<file path="config.mk">
export PLATFORM = sky130hd
export DESIGN_NAME = wt_store_wbuf
export DESIGN_NICKNAME = d
export VERILOG_FILES = /design/src/rtl/wt_store_wbuf.sv
export SDC_FILE = /design/constraint.sdc
export NUM_CORES = 1
export LEC_CHECK = 0
export ABC_CLOCK_PERIOD_IN_PS = 18400
export BUFFER_PORTS_ARGS = -buffer_cell sky130_fd_sc_hd__buf_2
export CAP_MARGIN = 5
export CORE_MARGIN = 3
export CORE_UTILIZATION = 44
export DETAILED_ROUTE_END_ITERATION = 12
export GPL_TIMING_DRIVEN = 0
export SKIP_CTS_REPAIR_TIMING = 1
export SYNTH_ARGS = -nofsm -noshare
export SYNTH_HDL_FRONTEND = slang
export SYNTH_SLANG_ARGS = --single-unit
</file>
<file path="constraint.sdc">
create_clock -name clk_i -period 18.4 [get_ports clk_i]
set_clock_uncertainty 0.1 [all_clocks]
set_input_delay 1.84 -clock clk_i [delete_from_list [all_inputs] [get_ports clk_i]]
set_output_delay 1.84 -clock clk_i [all_outputs]
set_load 0.005 [all_outputs]
</file>
<file path="src/rtl/wt_store_wbuf.sv">
// wt_store_wbuf: in-order write buffer with same-word merging, ID-tagged issue and ack-driven retire.
module wt_store_wbuf #(
    parameter int DEPTH  = 8,
    parameter int ADDR_W = 32,
    parameter int DATA_W = 32,
    parameter int TID_W  = 2
) (
    input  logic                clk_i,
    input  logic                rst_ni,
    input  logic                req_valid_i,
    output logic                req_ready_o,
    input  logic [ADDR_W-1:0]   req_addr_i,
    input  logic [DATA_W-1:0]   req_data_i,
    input  logic [DATA_W/8-1:0] req_be_i,
    output logic                mem_valid_o,
    input  logic                mem_ready_i,
    output logic [ADDR_W-1:0]   mem_addr_o,
    output logic [DATA_W-1:0]   mem_data_o,
    output logic [DATA_W/8-1:0] mem_be_o,
    output logic [TID_W-1:0]    mem_tid_o,
    input  logic                ack_valid_i,
    input  logic [TID_W-1:0]    ack_tid_i,
    input  logic                flush_i,
    input  logic [ADDR_W-1:0]   ld_addr_i,
    output logic                ld_hit_o,
    output logic                empty_o
);
    localparam int PW = $clog2(DEPTH);
    localparam int NS = 1 << TID_W;
    localparam int BW = DATA_W / 8;
    localparam logic [PW:0]       FULL  = (PW+1)'(DEPTH);
    localparam logic [TID_W:0]    NSL   = (TID_W+1)'(NS);
    localparam logic [ADDR_W-1:0] AMASK = ~ADDR_W'(3);

    typedef enum logic [1:0] {FREE, PEND, SENT, DONE} st_t;

    st_t               r_st   [DEPTH];
    logic [ADDR_W-1:0] r_addr [DEPTH];
    logic [DATA_W-1:0] r_data [DEPTH];
    logic [BW-1:0]     r_be   [DEPTH];
    logic [PW-1:0]     r_sidx [NS];
    logic [NS-1:0]     r_busy;
    logic [PW-1:0]     r_head, r_iss, r_tail;
    logic [PW:0]       r_cnt;
    logic [TID_W:0]    r_outs;

    logic [PW-1:0]     w_yng;
    logic [ADDR_W-1:0] w_req_addr;
    logic [TID_W-1:0]  w_tid;
    logic              w_fire, w_merge, w_alloc, w_ack, w_ret;

    assign w_yng       = r_tail - PW'(1);
    assign w_req_addr  = req_addr_i & AMASK;
    assign mem_valid_o = r_st[r_iss] == PEND && r_outs < NSL;
    assign mem_addr_o  = r_addr[r_iss];
    assign mem_data_o  = r_data[r_iss];
    assign mem_be_o    = r_be[r_iss];
    assign mem_tid_o   = w_tid;
    assign w_fire      = mem_valid_o && mem_ready_i;
    // The youngest entry may only absorb a store if it is not leaving on this same edge.
    assign w_merge     = req_valid_i && !flush_i && r_st[w_yng] == PEND &&
                         r_addr[w_yng] == w_req_addr && !(w_fire && r_iss == w_yng);
    assign req_ready_o = w_merge || r_cnt < FULL;
    assign w_alloc     = req_valid_i && !w_merge && r_cnt < FULL;
    assign w_ack       = ack_valid_i && r_busy[ack_tid_i];
    assign w_ret       = r_st[r_head] == DONE;
    assign empty_o     = r_cnt == '0;

    always_comb begin
        w_tid    = '0;
        ld_hit_o = 1'b0;
        for (int k = NS - 1; k >= 0; k--)
            w_tid = r_busy[k] ? w_tid : TID_W'(k);
        for (int k = 0; k < DEPTH; k++)
            ld_hit_o = ld_hit_o | (r_st[k] != FREE && r_addr[k] == (ld_addr_i & AMASK));
    end

    always_ff @(posedge clk_i) begin
        if (!rst_ni) begin
            for (int k = 0; k < DEPTH; k++) begin
                r_st[k]   <= FREE;
                r_addr[k] <= '0;
                r_data[k] <= '0;
                r_be[k]   <= '0;
            end
            for (int k = 0; k < NS; k++)
                r_sidx[k] <= '0;
            r_busy <= '0;
            r_head <= '0;
            r_iss  <= '0;
            r_tail <= '0;
            r_cnt  <= '0;
            r_outs <= '0;
        end else begin
            if (w_ack) begin
                r_busy[ack_tid_i]         <= 1'b0;
                r_st[r_sidx[ack_tid_i]]   <= DONE;
            end
            if (w_fire) begin
                r_busy[w_tid] <= 1'b1;
                r_sidx[w_tid] <= r_iss;
                r_st[r_iss]   <= SENT;
                r_iss         <= r_iss + PW'(1);
            end
            if (w_merge) begin
                for (int b = 0; b < BW; b++)
                    if (req_be_i[b])
                        r_data[w_yng][8*b +: 8] <= req_data_i[8*b +: 8];
                r_be[w_yng] <= r_be[w_yng] | req_be_i;
            end
            if (w_alloc) begin
                r_st[r_tail]   <= PEND;
                r_addr[r_tail] <= w_req_addr;
                r_data[r_tail] <= req_data_i;
                r_be[r_tail]   <= req_be_i;
                r_tail         <= r_tail + PW'(1);
            end
            if (w_ret) begin
                r_st[r_head] <= FREE;
                r_head       <= r_head + PW'(1);
            end
            r_cnt  <= r_cnt + (PW+1)'(w_alloc) - (PW+1)'(w_ret);
            r_outs <= r_outs + (TID_W+1)'(w_fire) - (TID_W+1)'(w_ack);
        end
    end
endmodule

</file>
==> qor.yml <==
status: "complete, but fails checks"
cts_made_buffers: 69
nFillCells: 6557
holdWs_ps: 416
die_x_um: 284
ys_seq_area_frac: 0.502
maxCapViolCount: 1
cts_sinks: 582
dr.first_iter.drc_count: 3635
vias: 23900
tightestPinTransition_ps: 1480
final_max_slew_viol_count: 0
cts_tree: "done"
antenna_found_initial: 15
critical_path_class: "reg2out"
p_leak_nw: 12.9
hp-class: "reg2reg"
start_util: 0.446
grt_overflow: 0
grt_max_degree: 21
finalWorstSetupSlack_ps: 8060
hp-start: "r_busy[3]"
dp_hpwl_um: 96800
clock_latency_ps: 630
hold_path_end: "r_busy[3]"
core_um2: 76200
worst-path-max-fanout: 10
rows: 101
r2r_start: "r_tail[0]"
peakVddDrop_uv: 62.3
relSlewSlack: 0.00886
multi_input_area_um2: 15900
cts_root_buf: "clkbuf_16"
setup_viol: 0
cp_common_cell: "buf_4"
grt_pass1_vias: 23500
p_seq_frac: 0.387
tns_ps: 0
switching_share: 0.342
area_growth_pct: 13.7
p_clk_frac: 0.316
p_per_area_nw_per_um2: 112
hold_path_depth: 2
rrSetupSlack_ps: 9010
htreeDepth: 3
dieArea_um2: 80600
max_stage_delay_ps: 920
reg2reg_depth: 16
netlist_instances: 2432
drive_gt1_frac: 0.313
yosysWarnings: 0
pwr-share-comb: 0.297
avgSynthCellArea_um2: 14.0
seqCellArea_um2: 17100
clkTransAtPathRegs_ps: 60
violations: "capacitance limit"
drtAntennaViolNets: 0
async_flop_share: 0
cp_num_buf_inv: 7
syn-cell-area_um2: 34000
grt_pass1_wl_um: 183000
postRouteWirelength_um: 131000
worst_setup_path_start_kind: "flip-flop"
rsz0062_at_grt: "false"
r2r_end: "r_data[0][22]"
hold_viol_final: 0
cts_buffer_depth: 3
synth_edf_count: 540
yosysUniqueCellTypes: 69
post_drt_via_cell_ratio: 6.35
cp.arrival_ps: 8400
final_cell_mix: "540 x edfxtp_1, 247 x and2_1, 208 x nor3b_2, 195 x mux4_2, 191 x buf_2"
critPathCaptureType: "output port"
gp_congestion: 1.05
clock.fmax_mhz: 96.7
cp_cell_sequence: "buf_4 -> buf_4 -> inv_1 -> clkbuf_1 -> ha_1 -> xor2_2 -> buf_2 -> buf_4 -> mux2i_1 -> xor2_1 -> o2111ai_1 -> a2111oi_0 -> nand3_1 -> o21ai_0 -> buf_2"
synth_flop_cell: "edfxtp_1"
io_buffers: 142
grt_use_total: 0.321
min_period_ps: 10340
routedWlPerCell_um: 34.9
final_common_cell: "edfxtp_1"
ys_seq_elements: 582
crit_slowest_cell: "a2111oi_0"
required_ps: 16460
p_total_mw: 4.32
drc_errors: 0
die_y_um: 284
cp_top_family: "buffers and inverters"
drt_first_pass_iters: 6
fin_nets: 2797
ios: 182
min_period_over_period: 0.562
p_switching_mw: 1.48
dp_slack_ps: 9330
p_int_mw: 2.84
worst register-to-register path, delay by kind of cell (launching register included):
kind	cells	cell delay, ps
AOI/OAI and AO/OA	5	3320
xor gates and xnor gates	2	1180
adders and majority gates	1	360
buffers and inverters	6	2820
DFF	1	320
muxes	1	260
and+or+nand+nor	1	610
power groups by stage:
stage / sequential (mW) / combinational [mW] / clock, mW
floorplan: 1.67 / 0.754 / 0
global placement: 1.69 / 1.23 / 0
detailed placement: 1.69 / 1.25 / 0
CTS: 1.67 / 1.26 / 1.37
global route: 1.68 / 1.32 / 1.42
finish: 1.67 / 1.28 / 1.37
per-layer routing:
layer  wire, um  track usage
met1      52900        0.448
met2      58800        0.487
met3      14100       0.0767
met4       5080        0.120
met5        202       0.0113
metrics by stage:
stage	area [um^2]	util	instances
after detailed placement	36400	0.477	3631
after floorplan	34000	-	2433
after global placement	36000	0.472	3605
after CTS	38600	0.506	3751
final	38600	0.507	3761
after global routing	38600	0.507	3758
cell families after synthesis:
family / count (synthesis) / share of synthesized area
AOI/OAI and AO/OA: 157 / 0.0352
xor gates and xnor gates: 292 / 0.0755
adders and majority gates: 13 / 0.00523
buffers and inverters: 228 / 0.0319
DFF: 582 / 0.502
muxes: 314 / 0.167
other: 1 / 0.000110
and+or+nand+nor: 845 / 0.183
registers in the layout, summed over array words and instances (netlist names), named ones only:
signal and cells:
r_outs 3, r_sidx 12, r_cnt 4, r_data 256
r_be 32, r_busy 4, r_st 16, r_tail 3
r_head 3, r_addr 240, r_iss 3
synth_stat cells, types with 5 or more instances:
library cell / count / share of area
nor2b_1: 11 / 0.0020
clkbuf_1: 109 / 0.012
mux4_2: 195 / 0.13
nor2_1: 107 / 0.012
o2111ai_1: 8 / 0.0021
xnor2_1: 182 / 0.047
buf_2: 46 / 0.0068
inv_1: 18 / 0.0020
nand4_1: 43 / 0.0079
nor3b_1: 54 / 0.012
mux2i_1: 45 / 0.013
buf_6: 14 / 0.0046
nand2_1: 56 / 0.0062
o21ai_0: 33 / 0.0049
a31oi_1: 5 / 0.00092
buf_4: 17 / 0.0038
o211ai_1: 7 / 0.0015
a21o_1: 6 / 0.0013
a22o_1: 5 / 0.0013
ha_1: 11 / 0.0041
nor3_1: 26 / 0.0038
o21a_1: 20 / 0.0044
buf_1: 21 / 0.0023
nand2b_1: 18 / 0.0033
a221oi_1: 5 / 0.0013
and3_1: 5 / 0.00092
nor4_1: 36 / 0.0066
dfxtp_1: 42 / 0.025
a22oi_1: 5 / 0.0011
and2_1: 247 / 0.045
nand3_1: 19 / 0.0028
mux2_2: 73 / 0.024
edfxtp_1: 540 / 0.48
nand3b_1: 6 / 0.0013
a211oi_1: 13 / 0.0029
a21oi_1: 17 / 0.0025
nor3b_2: 208 / 0.077
xor2_1: 109 / 0.028
worst max path at each step:
stage | endpoint | cells after the start | slack (ps) | from
6_report | req_ready_o | 15 | 8060 | r_tail[0]
2_1_floorplan | r_addr[5][0] | 6 | 12230 | mem_ready_i
3_3_place_gp | r_addr[1][7] | 15 | 6330 | r_tail[0]
3_5_place_dp | req_ready_o | 15 | 9330 | r_tail[0]
5_1_grt | req_ready_o | 15 | 8090 | r_tail[0]
4_1_cts | req_ready_o | 15 | 8580 | r_tail[0]
cell type report:
cell class	instances	area share
multi-input cells	1623	0.412
clock buffers	80	0.0460
plain buffers	207	0.0260
diodes	6	0.000389
inverters	21	0.00204
flip-flops and latches	582	0.441
clock inverters	40	0.0108
well taps	1030	0.0334
repair buffers	172	0.0284
No activity file was read; power rests on OpenSTA's default activity.
